==> config.mk <==
export PLATFORM = sky130hd
export DESIGN_NAME = skew_feeder
export DESIGN_NICKNAME = d
export VERILOG_FILES = /design/src/rtl/dsp_sys_arr_pkg.sv /design/src/rtl/feeder_lane.sv /design/src/rtl/skew_feeder.sv
export SDC_FILE = /design/constraint.sdc
export NUM_CORES = 1
export LEC_CHECK = 0
export BUFFER_PORTS_ARGS = -buffer_cell sky130_fd_sc_hd__clkbuf_2
export CAP_MARGIN = 5
export CORE_MARGIN = 5
export CORE_UTILIZATION = 48
export CTS_CLUSTER_SIZE = 40
export DETAILED_ROUTE_END_ITERATION = 10
export GPL_TIMING_DRIVEN = 0
export PLACE_DENSITY = 0.84
export SETUP_SLACK_MARGIN = 0.2
export SKIP_CTS_REPAIR_TIMING = 1
export SLEW_MARGIN = 10
export SYNTH_ARGS = -nofsm -noshare
export SYNTH_HDL_FRONTEND = slang
export SYNTH_HIERARCHICAL = 1
export SYNTH_SLANG_ARGS = --single-unit
==> constraint.sdc <==
create_clock -name clk -period 4.3 [get_ports clk]
set_clock_uncertainty 0.15 [all_clocks]
set_input_delay 1.29 -clock clk [delete_from_list [all_inputs] [get_ports clk]]
set_output_delay 1.29 -clock clk [all_outputs]
set_load 0.05 [all_outputs]
==> src/rtl/dsp_sys_arr_pkg.sv <==
// Shared types and defaults for the systolic-array datapath.
//   word_t         : data word carried from the row FIFOs into the array
//   feeder_state_t : skew_feeder sequencing states
//   ARR_ROWS/ARR_K : array geometry shared with the array top
//   FIFO_SIZE      : depth of the upstream row FIFOs
package dsp_sys_arr_pkg;

   typedef logic [15:0] word_t;

   localparam int ARR_ROWS  = 4;
   localparam int ARR_K     = 16;
   localparam int FIFO_SIZE = 16;

   typedef enum logic [1:0] {
      IDLE   = 2'd0,
      WAIT   = 2'd1,
      STREAM = 2'd2,
      DONE   = 2'd3
   } feeder_state_t;

endpackage

==> src/rtl/feeder_lane.sv <==
// One row lane of the skew feeder: qualifies the scheduled pop against the
// FIFO empty flag, registers the popped word toward the array row input and
// reports a scheduled pop that found the FIFO empty.
//   i_clk, i_rst  : clock, synchronous active-high reset
//   i_pop_en      : pop scheduled for this row this cycle
//   i_empty       : FIFO empty flag
//   i_dat         : FIFO head word (first-word-fall-through)
//   o_pop         : pop strobe to the FIFO
//   o_arr_dat     : registered word to the array row (zero when not valid)
//   o_arr_vld     : qualifies o_arr_dat
//   o_underflow   : scheduled pop met an empty FIFO (combinational pulse)
module feeder_lane
   import dsp_sys_arr_pkg::*;
(
   input  logic  i_clk,
   input  logic  i_rst,
   input  logic  i_pop_en,
   input  logic  i_empty,
   input  word_t i_dat,
   output logic  o_pop,
   output word_t o_arr_dat,
   output logic  o_arr_vld,
   output logic  o_underflow
);

   word_t r_arr_dat;
   logic  r_arr_vld;
   logic  w_take;

   assign w_take      = i_pop_en & ~i_empty;
   assign o_pop       = w_take;
   assign o_underflow = i_pop_en & i_empty;

   // Non-popping slots are driven as zero so the skew padding is clean.
   always_ff @(posedge i_clk) begin
      if (i_rst) begin
         r_arr_dat <= '0;
         r_arr_vld <= 1'b0;
      end else if (w_take) begin
         r_arr_dat <= i_dat;
         r_arr_vld <= 1'b1;
      end else begin
         r_arr_dat <= '0;
         r_arr_vld <= 1'b0;
      end
   end

   assign o_arr_dat = r_arr_dat;
   assign o_arr_vld = r_arr_vld;

endmodule

==> src/rtl/skew_feeder.sv <==
// Drains ROWS FIFOs into the row inputs of a systolic array with a one-cycle
// skew per row: row i pops K words starting K-independent at stream cycle i.
//   clk, rst      : clock, synchronous active-high reset
//   start         : request to stream one tile (honoured only in IDLE)
//   fifo_empty    : per-row FIFO empty
//   fifo_ocp      : per-row FIFO occupancy
//   fifo_dat      : per-row FIFO head word
//   fifo_pop      : per-row pop strobe
//   arr_dat       : registered, skewed data to the array rows
//   arr_vld       : per-row valid for arr_dat
//   busy          : high outside IDLE
//   done          : one-cycle pulse at tile completion
//   err_underflow : sticky, a scheduled pop found an empty FIFO
//
// state  | meaning
// IDLE   | waiting for start
// WAIT   | tile requested, waiting until every FIFO holds at least K words
// STREAM | popping; t counts stream cycles 0..K+ROWS-2
// DONE   | one-cycle completion pulse, last valid word is on arr_dat
module skew_feeder
   import dsp_sys_arr_pkg::*;
#(
   parameter int ROWS = ARR_ROWS,
   parameter int K    = ARR_K,
   parameter int SIZE = FIFO_SIZE
) (
   input  logic                           clk,
   input  logic                           rst,
   input  logic                           start,
   input  logic [ROWS-1:0]                fifo_empty,
   input  logic [ROWS-1:0][$clog2(SIZE):0] fifo_ocp,
   input  word_t [ROWS-1:0]               fifo_dat,
   output logic [ROWS-1:0]                fifo_pop,
   output word_t [ROWS-1:0]               arr_dat,
   output logic [ROWS-1:0]                arr_vld,
   output logic                           busy,
   output logic                           done,
   output logic                           err_underflow
);

   localparam int            TW     = $clog2(K + ROWS);
   localparam logic [TW-1:0] T_LAST = TW'(K + ROWS - 2);

   feeder_state_t r_state;
   feeder_state_t w_state_nxt;
   logic [TW-1:0] r_t;
   logic          r_err;
   logic          w_ocp_ok;
   logic [ROWS-1:0] w_sched;
   logic [ROWS-1:0] w_uf;

   always_comb begin
      w_ocp_ok = 1'b1;
      for (int i = 0; i < ROWS; i++) begin
         if (int'(fifo_ocp[i]) < K) w_ocp_ok = 1'b0;
      end
   end

   always_comb begin
      w_state_nxt = r_state;
      case (r_state)
         IDLE:    if (start) w_state_nxt = WAIT;
         WAIT:    if (w_ocp_ok) w_state_nxt = STREAM;
         STREAM:  if (r_t == T_LAST) w_state_nxt = DONE;
         DONE:    w_state_nxt = IDLE;
         default: w_state_nxt = IDLE;
      endcase
   end

   // t is held at zero outside STREAM, so it is already cleared on entry.
   always_ff @(posedge clk) begin
      if (rst) begin
         r_state <= IDLE;
         r_t     <= '0;
         r_err   <= 1'b0;
      end else begin
         r_state <= w_state_nxt;
         r_t     <= (r_state == STREAM) ? r_t + TW'(1) : '0;
         r_err   <= r_err | (|w_uf);
      end
   end

   // Pop schedule is gated by rst so an abort stops popping in the same cycle.
   for (genvar g = 0; g < ROWS; g++) begin : g_lane
      assign w_sched[g] = (r_state == STREAM) && !rst &&
                          (int'(r_t) >= g) && (int'(r_t) < g + K);

      feeder_lane u_lane (
         .i_clk       (clk),
         .i_rst       (rst),
         .i_pop_en    (w_sched[g]),
         .i_empty     (fifo_empty[g]),
         .i_dat       (fifo_dat[g]),
         .o_pop       (fifo_pop[g]),
         .o_arr_dat   (arr_dat[g]),
         .o_arr_vld   (arr_vld[g]),
         .o_underflow (w_uf[g])
      );
   end

   assign busy          = (r_state != IDLE);
   assign done          = (r_state == DONE);
   assign err_underflow = r_err;

endmodule

# Word level (Yosys, flattened, before mapping)
# Cells that the tools add are included.
[word_totals]
regBits = 76
in_bits = 91
out_inout_bits = 75
word_cells = 78
[op_classes]
n_addsub = 1
order_cmp = 11
n_eq_ne = 7
mux = 12
n_bitwise = 18
n_reduce_logical = 18
[ops]
columns = ["operator", "count"]
rows = [
  ["less-than comparator 5 bit, second input constant", 8],
  [">= comparator 5 x 2 -> 1 bit, second input constant", 2],
  ["OR reduction 2 bit", 5],
  ["NOT 1 bit", 9],
  ["AND 1 bit", 8],
  ["logical AND 1 bit", 8],
  ["two-way mux 1 bit", 8],
  ["one-hot mux 2 bit (4 select lines)", 1],
  ["two-way mux 2 bit", 3],
  ["inequality test 2 bit, second input constant", 3],
  ["adder 5 x 1 -> 5 bit, second input constant", 1],
  ["== test 5 bit, second input constant", 1],
  [">= comparator 5 x 1 -> 1 bit, second input constant", 1],
  ["== test 2 bit, second input constant", 2],
  ["OR reduction 4 bit", 1],
  ["AND reduction 3 bit", 1],
  ["== test 2 x 1 -> 1 bit, second input constant", 1],
  ["logical NOT 2 bit", 1],
  ["nonzero test 2 bit", 1],
  ["logical NOT 1 bit", 1],
  ["bitwise OR 1 bit", 1],
]

# Longest topological paths before layout
# Gate-level depths: netlist of run 1.
[depth]
ltp_word = 7
mapped_depth = 9
ltp_nobuf = 8

# Cells and area by module
# Netlist of run 1, hierarchy kept.
[modules_own_cells]
columns = ["module", "n_inst", "cells_each", "area_per_inst_um2", "seq_area_each_um2"]
rows = [
  ["feeder_lane", 4, 39, 625.6, 340.3],
  ["skew_feeder", 1, 56, 514.2, 160.2],
]

# Least setup slack after synthesis of run 1
# Ideal clock, no wire load.
[synth_path]
path_kind = "input to output"
startpoint = "input rst"
endpoint = "output fifo_pop[3]"
arrival_time_ps = 3020
t_required_ps = 2860
slack_ps = -160
cell_stages = 5
n_path_buf = 2
cell_sequence = "nand2b_1 > clkbuf_1 > a211oi_1 > buf_4 > nor2b_1"
[synth_between]
elab_chain_len = 5
[synth_rtl]
columns = ["item", "line", "rtl"]
rows = [
  ["start: declaration", "skew_feeder.sv:28", "input logic rst,"],
  ["logical NOT 1 bit", "skew_feeder.sv:85", "assign w_sched[g] = (r_state == STREAM) && !rst &&"],
  ["logical AND 1 bit (2 in a row)", "skew_feeder.sv:85", ""],
  ["logical AND 1 bit", "skew_feeder.sv:86", "(int'(r_t) >= g) && (int'(r_t) < g + K);"],
  ["named net w_sched[3]", "skew_feeder.sv:49", "logic [ROWS-1:0] w_sched;"],
  ["AND 1 bit", "feeder_lane.sv:30", "assign w_take = i_pop_en & ~i_empty;"],
  ["end: declaration", "skew_feeder.sv:33", "output logic [ROWS-1:0] fifo_pop,"],
]
# The timed path passes the listed nets, and every way through them passes these cells.

# Final worst setup path of run 1
# Ends and elaborated chain as after synthesis.

==> results of run 1 <==
## how the worst max path moves through the flow
| stage | endpoint | slack (ns) |
|---|---|---|
| finish | fifo_pop[3] | 0.25 |
| global route | fifo_pop[3] | 0.17 |
| CTS | fifo_pop[3] | -0.82 |
| detailed placement | fifo_pop[3] | -0.81 |
| global placement | fifo_pop[3] | -0.77 |
| floorplan | fifo_pop[3] | 0.09 |
## kinds of logic (layout without fill, tap and decap cells)
| logic type | Yosys count | count (layout) | share of synthesized area |
|---|---|---|---|
| DFF | 76 | 76 | 0.5044 |
| adders and majority gates | 6 | 6 | 0.02489 |
| muxes | 1 | 1 | 0.003733 |
| xor gates and xnor gates | 4 | 4 | 0.01162 |
| buffers and inverters | 19 | 188 | 0.05433 |
| AOI/OAI and AO/OA | 9 | 9 | 0.02945 |
| and+or+nand+nor | 97 | 97 | 0.3716 |
## cell type report
cell class | instances | area [µm²]
inverters | 4 | 15.01
plain buffers | 15 | 160.2
flip-flops and latches | 76 | 1521
clock buffers | 13 | 168.9
well taps | 75 | 93.84
multi-input cells | 117 | 1384
clock inverters | 3 | 20.02
fillers | 444 | 1869
repair buffers | 153 | 793.3
## tightest hold or removal path, delay by kind of cell (launching register included)
| kind | cells | cell delay [ns] |
|---|---|---|
| AO/OA/AOI/OAI | 1 | 0.07 |
| flip-flops | 1 | 0.31 |
| AND/OR/NAND/NOR | 1 | 0.08 |
## Yosys cell counts, drive strengths merged
master,instances,area (µm²)
buf,13,131.4
and2,4,25.02
a211oi,2,15.01
nor3b,4,30.03
inv,4,15.01
and4bb,36,450.4
nor4,1,6.260
o41ai,1,27.53
dfxtp,76,1521
mux2,1,11.26
nand2,1,3.750
ha,6,75.07
a211o,1,10.01
nand3,3,15.01
nor3,4,25.02
nand2b,1,6.260
a21oi,3,18.77
clkbuf,2,17.51
nor4bb,28,490.5
nor2,10,37.54
xnor2,1,8.760
nor2b,4,25.02
nand4,1,6.260
a21o,1,8.760
a2bb2oi,1,8.760
xor2,3,26.28
## layer usage
| layer | global-route usage | up-vias | share of wire |
|---|---|---|---|
| met1 | 0.1925 | 1065 | 0.38 |
| met3 | 0.06636 | 11 | 0.11 |
| met2 | 0.3081 | 101 | 0.50 |
| met5 | 0 | - | 0 |
| met4 | 0.06495 | 0 | 0.011 |
| li1 | - | 1116 | - |
## flip-flops by register name, indices dropped and copies added, names as in the netlist
register / count
err_underflow: 1
g_lane.u_lane/o_arr_vld: 4
g_lane.u_lane/o_arr_dat: 64
r_state: 2
r_t: 5
## through the flow
| step | worst slack, ns | hold slack [ns] |
|---|---|---|
| 6_report | 0.2527 | 0.3681 |
| 5_1_grt | 0.1730 | 0.4331 |
| 4_1_cts | -0.8201 | 0.3787 |
| 3_5_place_dp | -0.8149 | 0.3710 |
| 3_3_place_gp | -0.7673 | 0.3338 |
| 2_1_floorplan | 0.09228 | 0.3458 |
## placed cells by master, fill, tap and decap left out, types with 2 or more instances in the layout
cell type   synthesis  layout
nor3_1              3       3
nor2b_2             0       4
buf_6               9      13
xor2_1              3       3
clkbuf_4            0       2
clkbuf_2            0     145
a21oi_1             2       2
nor3b_1             4       4
nor4bb_4            4       4
inv_1               4       4
nor2_4              0       3
buf_4               4       7
ha_1                6       6
dfxtp_1            76      76
and2_1              4       4
and4bb_2           36      36
nor4bb_2           24      24
clkinvlp_4          0       2
nand3_1             3       3
clkbuf_8            1      13
nor2_1             10       7
## power breakdown
group / switching, µW / total (µW) / internal (µW) / leakage (µW)
combinational: 154 / 270 / 116 / 0.00115
sequential: 14.3 / 733 / 718 / 0.000612
clock: 252 / 509 / 256 / 0.0000917
==> flow_summary.toml, run 1 <==
[grt]
grt.overflow.total = 0
grt_max_degree = 37
grt_antenna_before_repair = 0
grt_first_pass_wirelength_mm = 10.60
grt_pass1_vias = 2262
grt_util_all_layers = 0.1756

[routing]
dr.first_iter.drc_count = 21
dr_total_vias = 2293
ant_nets = 0
drc = 0
dr.pass1.iters = 4
viasPerCell = 5.029
routed_wl_mm = 7.233
wl_per_cell_um = 15.86

[die]
row_count = 28
initial_core_util = 0.5006
pin_count = 166
die_area_um2 = 7970
fp.coreArea_um2 = 6026
fp.dieW_um = 89.28
fp.dieH_um = 89.28

[critical_path]
worstReg2RegEnd = "err_underflow"
end_kind = "output port"
crit_type = "primary input to output port"
crit_path_cell_trace = "buf_6, nand2b_4, buf_6, a211oi_4, buf_6, nor2b_2, buf_6"
critical_path.slowest_cell = "a211oi_4"
r2r_start = "r_t[2]"
max_stage_delay_ns = 0.35
crit_arrival_ns = 2.61
reg2reg_slack_ns = 2.16
reg2reg_depth = 8
crit_buf_inv = 4
path_delay_family = "buffers and inverters"
crit_start = "rst"
start_kind = "primary input"
critical_path_required_ns = 2.86
crit_fanout = 36
critPathMostFrequentCell = "buf_6"
crit_cells = 7

[timing]
finalSetupViolCount = 0
finalHoldViolations = 0
clock.fmax_ghz = 0.2471
fin_crit_sh = 0.9412
timing.slew.headroom = 0.7683
worst_slew_pin_slew_ns = 0.3465
drv_slew = 0
rsz0062_at_grt = "no"
fin_crit_ns = 4.047
setup_tns_ns = 0

[pwr]
vdd_drop_max_mv = 0.2214
finalPower_uw = 1511
powerDensity_nw_per_um2 = 363.6
leakagePower_uw = 0.001858

[synthesis]
synth_seq_area_share = 0.5044
yosysUniqueCellTypes = 31
ys_ff_latch = 76
yosys_warnings = 6
synthCells = 212
synth_nets = 309
netlist_area_um2 = 3017
syn_area_per_cell_um2 = 14.23

[min_path]
min_from = "err_underflow"
holdPathEnd = "err_underflow"
hp-class = "flop to flop"
hold_depth = 2

[cts]
clock-sinks = 76
clock_path_buffers = 2
tritoncts = "built"
clk_pin_slew_worst_paths_ns = 0.07
cts_buffers = 9
htreeDepth = 3
cts_root_buf = "clkbuf_8"
clk_latency_ns = 0.34

[placement]
port_buffers = 149
gp_congestion = 0.7448
post_dp_cell_area_um2 = 3866
placed_cells = 436
dp_hpwl_mm = 5.431

[cells_and_area]
syn_to_final_growth_pct = 37.79
fin_util = 0.6898
finalNonFillerCells = 456
final_area_um2 = 4156
drive_gt1_frac = 0.6877
nets = 473
antennaDiodeCount = 0

[job]
maxCapViolations = 0

[outcome]
status = "finished clean"
(Power assumes the default switching activity.)
==> inputs of run 2 (changes only) <==
Settings changed: CTS_BUF_LIST set to sky130_fd_sc_hd__clkbuf_16.
==> run 2 against run 1 <==
Compared with the run above:
- routed wire length barely moved
- hold slack got worse by 0.0020 ns
- clock power increased by 27%
- cell area rose by 1.7%
- sequential share of layout area shrank 0.62 points
- non-clock buffer count stayed put
==> flow_summary.toml, run 2 (synthesis gave the netlist of run 1 again) <==
[placement]
placed_cells = 436
gp_congestion = 0.7448
dp_hpwl_mm = 5.431
port_buffers = 149
post_dp_cell_area_um2 = 3866

[routing]
wl_per_cell_um = 15.86
routed_wl_mm = 7.230
wl_met3_um = 781
drc = 0
dr.pass1.iters = 2
maxUsedRoutingLayer = "met4"
dr.first_iter.drc_count = 27
ant_nets = 0
met2_wirelength_mm = 3.693
wl_met1_mm = 2.654
dr_total_vias = 2292
viasPerCell = 5.026

[grt]
grt_pass1_vias = 2287
grt_antenna_before_repair = 0
grt_first_pass_wirelength_mm = 10.72
grt_max_degree = 37
grt.overflow.total = 0
grt_util_all_layers = 0.1775

[timing]
rsz0062_at_grt = "no"
worst_slew_pin_slew_ns = 0.3560
timing.slew.headroom = 0.7619
clock.fmax_ghz = 0.2467
fin_crit_ns = 4.053
drv_slew = 0
finalHoldViolations = 0
fin_crit_sh = 0.9426
finalSetupViolCount = 0

[min_path]
min_from = "err_underflow"
hp-class = "flop to flop"

[cells_and_area]
drive_gt1_frac = 0.6798
final_area_um2 = 4228
finalNonFillerCells = 456
antennaDiodeCount = 0
layout_commonest_cell = "clkbuf_2"
syn_to_final_growth_pct = 40.15
nets = 473
largest_reg_flops = 64
final_cell_mix = "clkbuf_2, dfxtp_1, and4bb_2, nor4bb_2, buf_6"

[die]
row_count = 28
initial_core_util = 0.5006
fp.dieH_um = 89.28
pin_count = 166
fp.coreArea_um2 = 6026
fp.dieW_um = 89.28
die_area_um2 = 7970

[job]
maxCapViolations = 0

[critical_path]
crit_type = "primary input to output port"
crit_buf_inv = 4
max_stage_delay_ns = 0.36
end_kind = "output port"
critical_path_required_ns = 2.86
critPathMostFrequentCell = "buf_6"
crit_start = "rst"
path_delay_family = "buffers and inverters"
r2r_start = "r_t[2]"
crit_arrival_ns = 2.61
start_kind = "primary input"
crit_fanout = 36
crit_path_cell_trace = "buf_6, nand2b_4, buf_6, a211oi_4, buf_6, nor2b_2, buf_6"
critical_path.slowest_cell = "a211oi_4"

[cts]
clock_path_buffers = 2
clk_latency_ns = 0.32
cts_buffers = 9
clock-sinks = 76
htreeDepth = 3
clk_pin_slew_worst_paths_ns = 0.05
tritoncts = "built"
cts_root_buf = "clkbuf_16"

[outcome]
status = "finished clean"

[pwr]
vdd_drop_max_mv = 0.2706
powerDensity_nw_per_um2 = 390.5
leakagePower_uw = 0.001893
run 2: cell count changes in the layout (fill, tap and decap cells not counted), sizes merged:
cell,before,now
clkinv,1,4
buf,20,21
clkbuf,161,156
inv,4,5
run 2: per-layer routing:
layer,track usage,vias up
met5,0,-
met4,0.06089,0
met3,0.06544,10
met2,0.3202,100
met1,0.1901,1059
li1,-,1123
run 2: final timing paths:
check	to	slack, ns	cells after the start
hold reg to reg	err_underflow	0.37	2
setup / recovery	fifo_pop[3]	0.25	7
setup reg to reg	err_underflow	2.14	8
hold / removal	err_underflow	0.37	2
run 2: worst reg2reg max path: stages, from the launching register on:
cell	delay, ns
dfxtp_1	0.31
buf_6	0.13
nor4_1	0.34
mux2_2	0.41
nor2_4	0.22
buf_4	0.20
and2_1	0.13
nor3_1	0.05
a21oi_1	0.15
run 2: cell type report:
class                   instances  area [µm²]
inverters                       4       15.01
clock buffers                   9       225.2
multi-input cells             117        1384
flip-flops and latches         76        1521
fillers                       439        1798
well taps                      75       93.84
repair buffers                153       793.3
clock inverters                 7       35.03
plain buffers                  15       160.2
run 2: through the flow:
| stage | setup WS (ns) | util | hold slack, ns | total power (µW) | TNS (ns) |
|---|---|---|---|---|---|
| floorplan | 0.09228 | - | 0.3458 | 928.4 | 0 |
| global placement | -0.7673 | 0.6416 | 0.3338 | 998.5 | -2.260 |
| detailed placement | -0.8149 | 0.6416 | 0.3710 | 1006 | -2.378 |
| CTS | -0.8201 | 0.6848 | 0.3761 | 1657 | -2.396 |
| global route | 0.1753 | 0.7016 | 0.4300 | 1727 | 0 |
| finish | 0.2467 | 0.7016 | 0.3662 | 1651 | 0 |
run 2: report_power, final:
part	total (µW)	switching, µW	internal [µW]
combinational	270	153	116
clock	647	267	380
sequential	734	14.3	720
==> inputs of run 3 (changes only) <==
==> constraint.sdc (replaced) <==
create_clock -name clk -period 4.3 [get_ports clk]
set_clock_uncertainty 0.15 [all_clocks]
set_input_delay 0.43 -clock clk [delete_from_list [all_inputs] [get_ports clk]]
set_output_delay 0.43 -clock clk [all_outputs]
set_load 0.05 [all_outputs]
==> run 3 against run 2 <==
Compared with the run above:
- sequential power about the same
- combinational power down 6%
- routed wire length decreased by 2.4%
==> flow_summary.toml, run 3 (synthesis gave the netlist of run 1 again) <==
[outcome]
status = "finished clean"

[grt]
grt_util_all_layers = 0.1741
grt_antenna_before_repair = 0
grt_pass1_vias = 2247
grt.overflow.total = 0
grt_max_degree = 37
grt_first_pass_wirelength_mm = 10.67

[cells_and_area]
nFillCells = 462
antennaDiodeCount = 0
fin_util = 0.6964
layout_commonest_cell = "clkbuf_2"
drive_gt1_frac = 0.6552
final_cell_mix = "clkbuf_2, dfxtp_1, and4bb_2, nor4bb_2, nor2_1"
nets = 469
syn_to_final_growth_pct = 39.11
largest_reg_flops = 64

[cts]
clk_pin_slew_worst_paths_ns = 0.06
cts_buffers = 9
cts_root_buf = "clkbuf_16"
clock-sinks = 76
clock_path_buffers = 2
clk_latency_ns = 0.32
tritoncts = "built"
htreeDepth = 3

[pwr]
clkPwrFrac = 0.460
finalPower_uw = 1832
internal_power_uw = 1394
vdd_drop_max_mv = 0.2896
power_frac_comb = 0.139
leakagePower_uw = 0.001897
p_seq_frac = 0.400
powerDensity_nw_per_um2 = 436.5
swShare = 0.2389
power.net_switching_uw = 437.6

[timing]
timing.slew.headroom = 0.4195
rsz0062_at_grt = "no"
finalHoldViolations = 0
fin_crit_ns = 3.360
hold_slack_ns = 0.2342
fin_ws_ns = 0.9399
clock.fmax_ghz = 0.2976
drv_slew = 0
finalSetupViolCount = 0
worst_slew_pin_slew_ns = 0.8655
fin_crit_sh = 0.7814
setup_tns_ns = 0

[critical_path]
crit_fanout = 36
crit_arrival_ns = 2.78
end_kind = "output port"
start_kind = "primary input"
critical_path_required_ns = 3.72
crit_type = "primary input to output port"

[routing]
dr.pass1.iters = 4
drc = 0
viasPerCell = 4.969
dr_total_vias = 2246
dr.first_iter.drc_count = 65
wl_per_cell_um = 15.62
ant_nets = 0
routed_wl_mm = 7.058

[die]
fp.dieH_um = 89.28
initial_core_util = 0.5006
fp.coreArea_um2 = 6026
row_count = 28
fp.dieW_um = 89.28
pin_count = 166
die_area_um2 = 7970

[min_path]
hp-class = "primary input to flop"

[placement]
dp_slack_ns = 0.8711
dp_hpwl_mm = 5.317
port_buffers = 149
gp_congestion = 0.7844

[job]
maxCapViolations = 0
run 3: changes by cell type in the layout (fill, tap and decap cells not counted), moves of 3 or more:
| cell | delta |
|---|---|
| buf_4 | -3 |
| nor2b_2 | -4 |
| nor2_1 | +3 |
| clkbuf_2 | +5 |
| buf_6 | -4 |
| nor2_4 | -3 |
| bufinv_16 | +3 |
| nor2b_1 | +4 |
run 3: power groups by stage:
stage / registers (µW) / clock network [µW] / logic (µW)
floorplan: 766 / 0 / 162
global placement: 748 / 0 / 249
detailed placement: 749 / 0 / 256
CTS: 733 / 860 / 257
global route: 735 / 893 / 277
finish: 734 / 843 / 255
run 3: metal layers:
| layer | vias up | global-route usage | wire length, µm |
|---|---|---|---|
| met5 | - | 0 | 0 |
| met4 | 0 | 0.06631 | 55 |
| met3 | 6 | 0.05530 | 729 |
| li1 | 1112 | - | - |
| met1 | 1032 | 0.2072 | 2811 |
| met2 | 96 | 0.2927 | 3462 |
run 3: cell type report:
type | count | area, µm² | area share
multi-input cells | 117 | 1331 | 0.3172
clock inverters | 7 | 115.1 | 0.02743
well taps | 75 | 93.84 | 0.02236
repair buffers | 149 | 745.7 | 0.1777
plain buffers | 15 | 148.9 | 0.03548
inverters | 4 | 15.01 | 0.003578
flip-flops and latches | 76 | 1521 | 0.3626
clock buffers | 9 | 225.2 | 0.05367
run 3: worst paths after layout:
check	start	slack, ns	depth (start not counted)	endpoint
worst max-delay path	rst	0.94	7	fifo_pop[3]
worst min-delay path	fifo_dat[54]	0.23	2	g_lane[3].u_lane/o_arr_dat[6]
worst max register to register	r_state[0]	1.70	9	err_underflow
worst min register to register	r_t[0]	0.41	1	r_t[0]
run 3: critical path, stage by stage:
cell and delay, ns:
clkbuf_2 0.42, nand2b_1 0.30, clkbuf_1 0.20, a211oi_1 0.73
buf_4 0.28, nor2b_1 0.13, clkbuf_2 0.28
run 3: stage by stage:
| stage | cell area [µm²] | std cells |
|---|---|---|
| floorplan | 3017 | 212 |
| global placement | 3856 | 436 |
| detailed placement | 3856 | 436 |
| CTS | 4197 | 452 |
| global route | 4197 | 452 |
| finish | 4197 | 452 |
